<file path="src/rtl/bcd_pkg.sv">
// Shared types and helpers for the binary-to-BCD converter.
// Holds the digit type, the add-3 threshold, FSM states and a sizing helper.
package bcd_pkg;

    typedef logic [3:0] digit_t;

    localparam digit_t ADD3_THRESHOLD = 4'd5;

    typedef enum logic [1:0] {
        IDLE,
        SHIFT,
        FIN
    } state_t;

    // Decimal digits needed for 2^width-1: floor(width*log10(2)) + 1.
    function automatic int unsigned digits_required(input int unsigned width);
        return (width * 30103) / 100000 + 1;
    endfunction

endpackage

</file>
<file path="src/rtl/bin_to_bcd_conv_if.sv">
// Request/result bundle for bin_to_bcd_conv.
// The master drives the request; the slave returns status and results.
interface bin_to_bcd_conv_if #(
    parameter int unsigned BIN_W  = 20,
    parameter int unsigned DIGITS = 7
);
    localparam int unsigned ND_W = $clog2(DIGITS + 1);

    logic                  start;
    logic [BIN_W-1:0]      bin;
    logic                  signed_mode;
    logic                  busy;
    logic                  done;
    logic [4*DIGITS-1:0]   bcd;
    logic                  neg;
    logic [ND_W-1:0]       ndigits;
    logic                  ovf;

    modport master (
        output start, bin, signed_mode,
        input  busy, done, bcd, neg, ndigits, ovf
    );

    modport slave (
        input  start, bin, signed_mode,
        output busy, done, bcd, neg, ndigits, ovf
    );

endinterface

</file>
<file path="src/rtl/bcd_digit_cell.sv">
// One double-dabble digit: add 3 when >= 5, shift one bit in, pass the top bit out.
module bcd_digit_cell
    import bcd_pkg::*;
(
    input  digit_t digit,
    input  logic   shift_in,
    output digit_t digit_next,
    output logic   carry
);

    digit_t adjusted;

    always_comb begin
        adjusted = digit;
        if (digit >= ADD3_THRESHOLD) begin
            adjusted = digit + 4'd3;
        end
    end

    assign digit_next = {adjusted[2:0], shift_in};
    assign carry      = adjusted[3];

endmodule

</file>
<file path="src/rtl/bin_to_bcd_conv.sv">
// Sequential double-dabble converter: one bit per cycle, signed-magnitude input,
// sticky overflow when the result needs more than DIGITS digits.
module bin_to_bcd_conv
    import bcd_pkg::*;
#(
    parameter int unsigned BIN_W     = 20,
    parameter int unsigned DIGITS    = 7,
    // Clear for instances that are intentionally narrower than BIN_W needs.
    parameter bit          SIZE_WARN = 1'b1
) (
    input  logic               clk,
    input  logic               rst,
    bin_to_bcd_conv_if.slave   bus
);

    localparam int unsigned CNT_W = $clog2(BIN_W + 1);
    localparam int unsigned ND_W  = $clog2(DIGITS + 1);

    if (SIZE_WARN && (DIGITS < digits_required(BIN_W))) begin : g_size_warn
        $warning("bin_to_bcd_conv: DIGITS=%0d is below the %0d digits BIN_W=%0d can need",
                 DIGITS, digits_required(BIN_W), BIN_W);
    end

    state_t             state;
    state_t             state_next;
    logic [BIN_W-1:0]   sreg;
    digit_t             dig      [DIGITS];
    digit_t             dig_next [DIGITS];
    logic [DIGITS:0]    chain;
    logic [CNT_W-1:0]   cnt;
    logic               ovf_flag;
    logic               neg_flag;

    logic [4*DIGITS-1:0] dig_packed;
    logic [ND_W-1:0]     nd_calc;

    logic [4*DIGITS-1:0] bcd_r;
    logic                neg_r;
    logic                ovf_r;
    logic [ND_W-1:0]     nd_r;
    logic                done_r;

    assign chain[0] = sreg[BIN_W-1];

    for (genvar i = 0; i < DIGITS; i++) begin : g_digit
        bcd_digit_cell u_cell (
            .digit      (dig[i]),
            .shift_in   (chain[i]),
            .digit_next (dig_next[i]),
            .carry      (chain[i+1])
        );
    end

    always_ff @(posedge clk) begin
        if (rst) begin
            state <= IDLE;
        end else begin
            state <= state_next;
        end
    end

    always_comb begin
        state_next = state;
        case (state)
            IDLE:    if (bus.start) state_next = SHIFT;
            SHIFT:   if (cnt == CNT_W'(1)) state_next = FIN;
            FIN:     state_next = IDLE;
            default: state_next = IDLE;
        endcase
    end

    always_comb begin
        dig_packed = '0;
        nd_calc    = ND_W'(1);
        for (int unsigned i = 0; i < DIGITS; i++) begin
            dig_packed[4*i +: 4] = dig[i];
            if (dig[i] != '0) begin
                nd_calc = ND_W'(i + 1);
            end
        end
        if (ovf_flag) begin
            nd_calc = ND_W'(DIGITS);
        end
    end

    always_ff @(posedge clk) begin
        if (rst) begin
            sreg     <= '0;
            dig      <= '{default: '0};
            cnt      <= '0;
            ovf_flag <= 1'b0;
            neg_flag <= 1'b0;
            bcd_r    <= '0;
            neg_r    <= 1'b0;
            ovf_r    <= 1'b0;
            nd_r     <= '0;
            done_r   <= 1'b0;
        end else begin
            done_r <= 1'b0;
            case (state)
                IDLE: begin
                    if (bus.start) begin
                        // Magnitude is kept as unsigned BIN_W bits so -2^(BIN_W-1) maps to itself.
                        sreg     <= (bus.signed_mode && bus.bin[BIN_W-1]) ? -bus.bin : bus.bin;
                        neg_flag <= bus.signed_mode & bus.bin[BIN_W-1];
                        dig      <= '{default: '0};
                        cnt      <= CNT_W'(BIN_W);
                        ovf_flag <= 1'b0;
                    end
                end
                SHIFT: begin
                    sreg <= sreg << 1;
                    dig  <= dig_next;
                    cnt  <= cnt - CNT_W'(1);
                    if (chain[DIGITS]) begin
                        ovf_flag <= 1'b1;
                    end
                end
                FIN: begin
                    bcd_r  <= dig_packed;
                    neg_r  <= neg_flag;
                    ovf_r  <= ovf_flag;
                    nd_r   <= nd_calc;
                    done_r <= 1'b1;
                end
                default: ;
            endcase
        end
    end

    assign bus.busy    = (state != IDLE);
    assign bus.done    = done_r;
    assign bus.bcd     = bcd_r;
    assign bus.neg     = neg_r;
    assign bus.ovf     = ovf_r;
    assign bus.ndigits = nd_r;

endmodule

</file>
<file path="src/flat_wrapper.sv">
// flat-port wrapper written by rule: the top's interface ports become plain ports
module bin_to_bcd_conv_flat import bcd_pkg::*;
#(
    parameter int unsigned BIN_W     = 20,
    parameter int unsigned DIGITS    = 7,
                                                                            
    parameter bit          SIZE_WARN = 1'b1
)
  (clk, rst, bus_start, bus_bin, bus_signed_mode, bus_busy, bus_done, bus_bcd, bus_neg, bus_ndigits, bus_ovf);
  bin_to_bcd_conv_if #(.BIN_W(BIN_W), .DIGITS(DIGITS)) bus_i ();
  input  logic clk;
  input  logic rst;
  input wire logic [$bits(bus_i.start)-1:0] bus_start;
  input wire logic [$bits(bus_i.bin)-1:0] bus_bin;
  input wire logic [$bits(bus_i.signed_mode)-1:0] bus_signed_mode;
  output wire logic [$bits(bus_i.busy)-1:0] bus_busy;
  output wire logic [$bits(bus_i.done)-1:0] bus_done;
  output wire logic [$bits(bus_i.bcd)-1:0] bus_bcd;
  output wire logic [$bits(bus_i.neg)-1:0] bus_neg;
  output wire logic [$bits(bus_i.ndigits)-1:0] bus_ndigits;
  output wire logic [$bits(bus_i.ovf)-1:0] bus_ovf;
  assign bus_i.start = bus_start;
  assign bus_i.bin = bus_bin;
  assign bus_i.signed_mode = bus_signed_mode;
  assign bus_busy = bus_i.busy;
  assign bus_done = bus_i.done;
  assign bus_bcd = bus_i.bcd;
  assign bus_neg = bus_i.neg;
  assign bus_ndigits = bus_i.ndigits;
  assign bus_ovf = bus_i.ovf;
  bin_to_bcd_conv #(.BIN_W(BIN_W), .DIGITS(DIGITS), .SIZE_WARN(SIZE_WARN)) u_core (.clk(clk), .rst(rst), .bus(bus_i));
endmodule
</file>
<file path="config.mk">
export PLATFORM = sky130hd
export DESIGN_NAME = bin_to_bcd_conv_flat
export DESIGN_NICKNAME = d
export VERILOG_FILES = /design/src/rtl/bcd_pkg.sv /design/src/rtl/bin_to_bcd_conv_if.sv /design/src/rtl/bcd_digit_cell.sv /design/src/rtl/bin_to_bcd_conv.sv /design/src/flat_wrapper.sv
export SDC_FILE = /design/constraint.sdc
export NUM_CORES = 1
export LEC_CHECK = 0
export ABC_AREA = 1
export CORE_MARGIN = 5
export CORE_UTILIZATION = 50
export CTS_CLUSTER_SIZE = 16
export DETAILED_ROUTE_END_ITERATION = 10
export GPL_ROUTABILITY_DRIVEN = 0
export PLACE_DENSITY = 0.79
export SETUP_SLACK_MARGIN = 0.1
export SKIP_CTS_REPAIR_TIMING = 1
export SYNTH_ARGS = -nofsm -noshare
export SYNTH_HDL_FRONTEND = slang
export SYNTH_HIERARCHICAL = 1
export SYNTH_SLANG_ARGS = --single-unit
</file>
<file path="constraint.sdc">
create_clock -name clk -period 3.3 [get_ports clk]
set_input_delay 0.825 -clock clk [delete_from_list [all_inputs] [get_ports clk]]
set_output_delay 0.825 -clock clk [all_outputs]
set_load 0.005 [all_outputs]
</file>
; Word-level counts from Yosys, hierarchy flattened
; Cells that the tools add are included.
; W data, S select, Z words.
[totals]
inputBits = 24
ff_bits = 91
out_inout_bits = 35
word_cells = 82
[classes]
n_mux = 28
bitwise_logic = 1
reduce_logical = 14
order_cmp = 7
n_eq_ne = 6
n_addsub = 9
[op_table]
columns = op, n
row1 = $pmux W28 S2, 1
row2 = $mux W20, 2
row3 = $pmux W20 S2, 1
row4 = $add A4 B2 Y4 const B, 7
row5 = $ge A4 B3 Y1 const B, 7
row6 = $mux W28, 1
row7 = $mux W4, 7
row8 = $reduce_bool A4 Y1, 6
row9 = $neg A20 Y20, 1
row10 = $mux W3, 5
row11 = $pmux W5 S2, 1
row12 = $mux W2, 4
row13 = $reduce_and A2 Y1, 3
row14 = $eq A5 B1 Y1 const B, 1
row15 = $mux W5, 1
row16 = $sub A5 B1 Y5 const B, 1
row17 = $ne A2 B2 Y1 const B, 2
row18 = $pmux W2 S2, 1
row19 = $reduce_bool A2 Y1, 2
row20 = $mux W1, 3
row21 = $reduce_and A3 Y1, 1
row22 = $eq A2 B1 Y1 const B, 1
row23 = $eq A2 B2 Y1 const B, 1
row24 = $logic_not A2 Y1, 1
row25 = 4 further kinds, 4

; Longest topological paths before layout
[depth]
word_depth = 8
ltp_mapped = 11
ltp_nobuf = 11

; Modules after synthesis
; The synthesis kept the hierarchy.
[modules_own_cells]
columns = module, cells_per_inst, instances, seq_area_each_um2, area_per_inst_um2
row1 = bin_to_bcd_conv, 523, 1, 1821.7, 4038.9
row2 = bcd_digit_cell, 24, 7, 0.0, 142.6

; Worst setup path before layout
; Ideal clock, no wire load.
[synth_timing]
path_kind = input port to flip-flop
start = input bus_bin[0]
end = register u_core.sreg[18]
path_stages = 9
required_ns = 3.187
arrival_time_ns = 1.741
setup_time_ns = 0.113
n_path_buf = 0
setup_slack_ns = 1.446
cell_sequence = inv_1 > ha_1 > nand2_1 > nor2_1 > nand3_1 > nand2_1 > nand3_1 > nand3_1 > nand2_1
[synth_via]
elab_chain_len = 4
[synth_rtl]
columns = element, line_no
row1 = from (decl), flat_wrapper.sv:14  ; input wire logic [$bits(bus_i.bin)-1:0] bus_bin;
row2 = $neg A20 Y20, bin_to_bcd_conv.sv:104  ; sreg <= (bus.signed_mode && bus.bin[BIN_W-1]) ? -bus.bin : bus.bin;
row3 = $mux W20, bin_to_bcd_conv.sv:104
row4 = $mux W20, bin_to_bcd_conv.sv:102  ; if (bus.start) begin
row5 = $pmux W20 S2, bin_to_bcd_conv.sv:100  ; case (state)
row6 = to (signal assigned), bin_to_bcd_conv.sv:104
row7 = to (signal assigned), bin_to_bcd_conv.sv:112  ; sreg <= sreg << 1;
row8 = to (decl), bin_to_bcd_conv.sv:26  ; logic [BIN_W-1:0] sreg;
; Every way passes these cells. The select of a mux whose other input is x is not followed.
; A chain may end at the register's enable or synchronous reset.

; Worst setup path in the final report
[layout_timing]
start = input bus_signed_mode
end = register u_core.sreg[9]
[layout_via]
elab_chain_len = 4
[layout_rtl]
columns = element, line_no
row1 = from (decl), flat_wrapper.sv:15  ; input wire logic [$bits(bus_i.signed_mode)-1:0] bus_signed_mode;
row2 = $logic_and A1 B1 Y1, bin_to_bcd_conv.sv:104
row3 = $mux W20, bin_to_bcd_conv.sv:104
row4 = $mux W20, bin_to_bcd_conv.sv:102
row5 = $pmux W20 S2, bin_to_bcd_conv.sv:100
; Every way passes these cells. The select of a mux whose other input is x is not followed.

==> impl_results.html <==
<table>
<tr><th>Metric</th><th>Value</th></tr>
<tr><th colspan="2">Detailed routing</th></tr>
<tr><td>DRC Markers</td><td>0</td></tr>
<tr><td>Routed length per instance</td><td>12.8 um</td></tr>
<tr><td>DRT Wirelength</td><td>11,200 um</td></tr>
<tr><td>DR vias</td><td>4,624</td></tr>
<tr><td>Drt pass-1 iters</td><td>4</td></tr>
<tr><td>Ratio of routed vias to standard cells</td><td>5.31</td></tr>
<tr><td>Remaining number of nets flagged by the antenna check after routing</td><td>0</td></tr>
<tr><td>Violation count after the first detailed-route iteration</td><td>292</td></tr>
<tr><th colspan="2">Placement</th></tr>
<tr><td>Worst slack at placement</td><td>688 ps</td></tr>
<tr><td>Buffers on Ports</td><td>58</td></tr>
<tr><td>Detailed-placement wirelength estimate</td><td>8000 um</td></tr>
<tr><th colspan="2">Floorplanning</th></tr>
<tr><td>Number of top-level pins</td><td>59</td></tr>
<tr><td>Overall die height</td><td>110 um</td></tr>
<tr><td>Area of the core region</td><td>0.00982 sq mm</td></tr>
<tr><td>Cell Rows</td><td>36</td></tr>
<tr><td>Area of the die</td><td>0.0122 sq mm</td></tr>
<tr><td>Die Span X</td><td>110 um</td></tr>
<tr><td>Starting utilization of the core area</td><td>51.3%</td></tr>
<tr><th colspan="2">Synthesis</th></tr>
<tr><td>Multiplexer area fraction after synthesis</td><td>0%</td></tr>
<tr><td>Syn. warnings</td><td>6</td></tr>
<tr><td>Count of mapped cells out of synthesis</td><td>691</td></tr>
<tr><td>Post-Syn Nets</td><td>732</td></tr>
<tr><td>Number of register bits inferred by synthesis</td><td>91</td></tr>
<tr><td>Mapped Avg Cell Area</td><td>7.29 sq um</td></tr>
<tr><td>Area of the mapped netlist</td><td>0.00504 sq mm</td></tr>
<tr><td>Share of the yosys chip area belonging to registers</td><td>36.2%</td></tr>
<tr><td>Compound-gate portion of the synthesized area</td><td>21.0%</td></tr>
<tr><td>Synth Area in Simple Gates</td><td>28.6%</td></tr>
<tr><td>Area share of fa/ha/maj cells after synthesis</td><td>4.22%</td></tr>
<tr><td>Yosys cell types</td><td>35</td></tr>
<tr><td>Combinational family with the most area after synthesis</td><td>simple AND/OR/NAND/NOR gates</td></tr>
<tr><td>Post-synthesis share of cell area spent on xor and xnor gates</td><td>0%</td></tr>
<tr><th colspan="2">Final layout</th></tr>
<tr><td>Core Util, Final</td><td>60.2%</td></tr>
<tr><td>Nets@finish</td><td>773</td></tr>
<tr><td>Number of antenna repair diodes</td><td>0</td></tr>
<tr><td>Fillers</td><td>928</td></tr>
<tr><td>Layout cell share with drive strength beyond 1</td><td>14.4%</td></tr>
<tr><td>Area overhead of the layout relative to synthesis</td><td>17.3%</td></tr>
<tr><th colspan="2">Power and ir drop</th></tr>
<tr><td>Largest vdd supply drop</td><td>0.000288 V</td></tr>
<tr><td>Static leakage</td><td>2.28 nW</td></tr>
<tr><td>Total power</td><td>2.48 mW</td></tr>
<tr><td>Power density cells</td><td>420 mW/mm^2</td></tr>
<tr><th colspan="2">STA</th></tr>
<tr><td>Slew Limit Headroom</td><td>52.8%</td></tr>
<tr><td>Hold Violations, Final</td><td>0</td></tr>
<tr><td>Slack of the critical path</td><td>1020 ps</td></tr>
<tr><td>Slew @ Worst Pin</td><td>707 ps</td></tr>
<tr><td>Unrepaired setup endpoints after global routing</td><td>no</td></tr>
<tr><td>Final setup vio count</td><td>0</td></tr>
<tr><td>Number of pins with negative max-slew slack in the final report</td><td>0</td></tr>
<tr><td>Total negative slack</td><td>0 ps</td></tr>
<tr><td>Portion of the clock cycle consumed by the worst path in the final layout</td><td>69.1%</td></tr>
<tr><td>Final critical-path required period</td><td>2280 ps</td></tr>
<tr><td>Peak clock frequency supported by timing</td><td>439 MHz</td></tr>
<tr><td>Maximum clock skew at final layout</td><td>7.06 ps</td></tr>
<tr><th colspan="2">CTS</th></tr>
<tr><td>CTS tree</td><td>yes</td></tr>
<tr><td>Clock buffers created by TritonCTS</td><td>9</td></tr>
<tr><td>Maximum buffer depth of the clock tree</td><td>2</td></tr>
<tr><td>Total clock sinks</td><td>91</td></tr>
<tr><td>CTS Root Buffer Type</td><td>clkbuf_8</td></tr>
<tr><td>Clock latency at the later pin of the worst-skew pair</td><td>360 ps</td></tr>
<tr><td>Clock slew at the register clock pins of the worst setup and hold paths</td><td>90 ps</td></tr>
<tr><td>Depth of the CTS H-tree</td><td>3</td></tr>
<tr><th colspan="2">Hold path</th></tr>
<tr><td>Hold path start</td><td>u_core/cnt[3]</td></tr>
<tr><td>Worst-case hold path end point</td><td>u_core/cnt[3]</td></tr>
<tr><td>Type of the worst min-delay path</td><td>reg -&gt; reg</td></tr>
<tr><td>Instance count along the most critical hold path</td><td>2</td></tr>
<tr><th colspan="2">Worst setup path</th></tr>
<tr><td>Capture instance of the worst register-to-register path</td><td>u_core/bus.ndigits[2]</td></tr>
<tr><td>Crit Path Category</td><td>in -&gt; reg</td></tr>
<tr><td>Reg2reg setup slack</td><td>1400 ps</td></tr>
<tr><td>Required time reported for the critical path endpoint</td><td>3520 ps</td></tr>
<tr><td>Maximum fanout count along the critical path</td><td>25</td></tr>
<tr><td>Critical Path End Type</td><td>flop</td></tr>
<tr><td>Number of cells traversed by the worst register-to-register path</td><td>9</td></tr>
<tr><td>Origin of the critical flop-to-flop path</td><td>u_core/state[1]</td></tr>
<tr><td>Type of element launching the critical path</td><td>primary input</td></tr>
<tr><td>Critical path arrival</td><td>2500 ps</td></tr>
<tr><th colspan="2">Global routing</th></tr>
<tr><td>Residual overflow from global routing</td><td>0</td></tr>
<tr><td>Wire length of the first global-routing pass</td><td>19,100 um</td></tr>
<tr><td>Pin count of the biggest net entering global routing</td><td>51</td></tr>
<tr><td>All-Layer GR Usage</td><td>19.3%</td></tr>
<tr><td>Initial antenna violation count</td><td>0</td></tr>
<tr><td>Via count of the first global-routing pass</td><td>4,306</td></tr>
<tr><th colspan="2">Flow run</th></tr>
<tr><td>Max_cap viols</td><td>0</td></tr>
<tr><th colspan="2">Outcome</th></tr>
<tr><td>Result of the run</td><td>finished, final reports clean</td></tr>
</table>
cell type report:
| cell class | count | area [sq um] | area share [%] |
|---|---|---|---|
| repair buffers | 65 | 641 | 10.8 |
| inverters | 79 | 297 | 5.02 |
| clock inverters | 6 | 136 | 2.31 |
| well taps | 133 | 166 | 2.82 |
| multi-input cells | 486 | 2710 | 45.9 |
| flip-flops and latches | 91 | 1820 | 30.8 |
| clock buffers | 10 | 138 | 2.33 |
how the worst max path moves through the flow:
stage,from,endpoint,cells after the start
after CTS,u_core/state[0],bus_busy,3
after floorplan,bus_bin[0],u_core/sreg[18],9
after global routing,bus_signed_mode,u_core/sreg[18],8
final,bus_signed_mode,u_core/sreg[9],8
after global placement,bus_bin[19],u_core/sreg[9],8
after detailed placement,bus_bin[19],u_core/sreg[9],8
registers in the layout (all words and copies together) (netlist names):
register	count
u_core/bus.done	1
u_core/bus.neg	1
u_core/state	2
u_core/bus.bcd	28
u_core/sreg	20
u_core/neg_flag	1
u_core/bus.ovf	1
u_core/dig	28
u_core/ovf_flag	1
u_core/cnt	5
u_core/bus.ndigits	3
cells in the mapped netlist:
cell      instances  area share, %
nand2_1         104            7.7
nor2_1           99            7.4
dfxtp_1          91             36
inv_1            66            4.9
o21ai_0          58            5.8
nand3_1          53            5.3
a21oi_1          32            3.2
a22oi_1          24            3.6
ha_1             17            4.2
nor2_4           16            3.6
a22oi_2          14            3.5
inv_2            13           0.97
buf_2            12            1.2
nor2_2           11            1.4
clkbuf_1         10           0.75
nand2_2          10            1.2
buf_4             9            1.3
a21oi_2           8            1.4
a31oi_1           7           0.87
nand4_1           7           0.87
o21ai_2           7            1.2
o22ai_1           5           0.62
nor3_1            3           0.30
buf_6             2           0.45
nand2_4           2           0.45
o21ai_1           2           0.20
and2_1            1           0.12
and3_1            1           0.12
buf_8             1           0.30
clkbuf_2          1          0.099
nand3b_1          1           0.15
o211ai_1          1           0.15
o211ai_2          1           0.25
o21bai_1          1           0.15
o32ai_1           1           0.17
where the power goes:
group          internal, mW  switching [mW]  total (mW)  leakage [nW]
clock network         0.601           0.393       0.994         0.133
logic                 0.118           0.204       0.322          1.41
registers              1.14          0.0255        1.17         0.738
kinds of logic after synthesis:
logic type               Yosys count
buffers and inverters            114
AND/OR/NAND/NOR                  308
AO/OA/AOI/OAI                    161
flip-flops                        91
adder cells (fa/ha/maj)           17
per-stage QoR:
stage               instances  hold slack [ps]  cell area, sq um
floorplan                 691              444              5040
CTS                       870              479              5910
detailed placement        854              465              5640
global placement          854              455              5640
global route              870              510              5910
finish                    870              478              5910
layer usage:
metal  vias to the layer above  track usage (%)  wire (um)
li1                       2363                -          -
met1                      2115             24.9       5170
met2                       118             32.1       5220
met3                        28             2.85        510
met4                         0             8.36        263
met5                         -                0          0
placed cells by master, fill, tap and decap left out, types with 2 or more instances in the layout:
cell type and instances:
clkdlybuf4s50_1 57, a21oi_2 8, o22ai_1 5, bufinv_16 4
a21oi_1 32, nor3_1 3, nand2_4 2, nand2_2 10
o21ai_2 7, inv_1 66, a22oi_2 14, o21ai_0 58
dfxtp_1 91, nor2_2 11, buf_4 6, ha_1 17
nand3_1 53, nor2_4 16, a22oi_1 24, nor2_1 99
inv_2 13, clkbuf_8 10, a31oi_1 7, nand2_1 104
nand4_1 7, o21ai_1 2
critical path, stage by stage:
cell	delay, ps
clkdlybuf4s50_1	490
nand2_2	130
inv_1	510
o21ai_1	250
nand2_1	110
nand2_1	50
nand3_1	60
a21oi_1	60
Power figures use the tool's default switching activity.
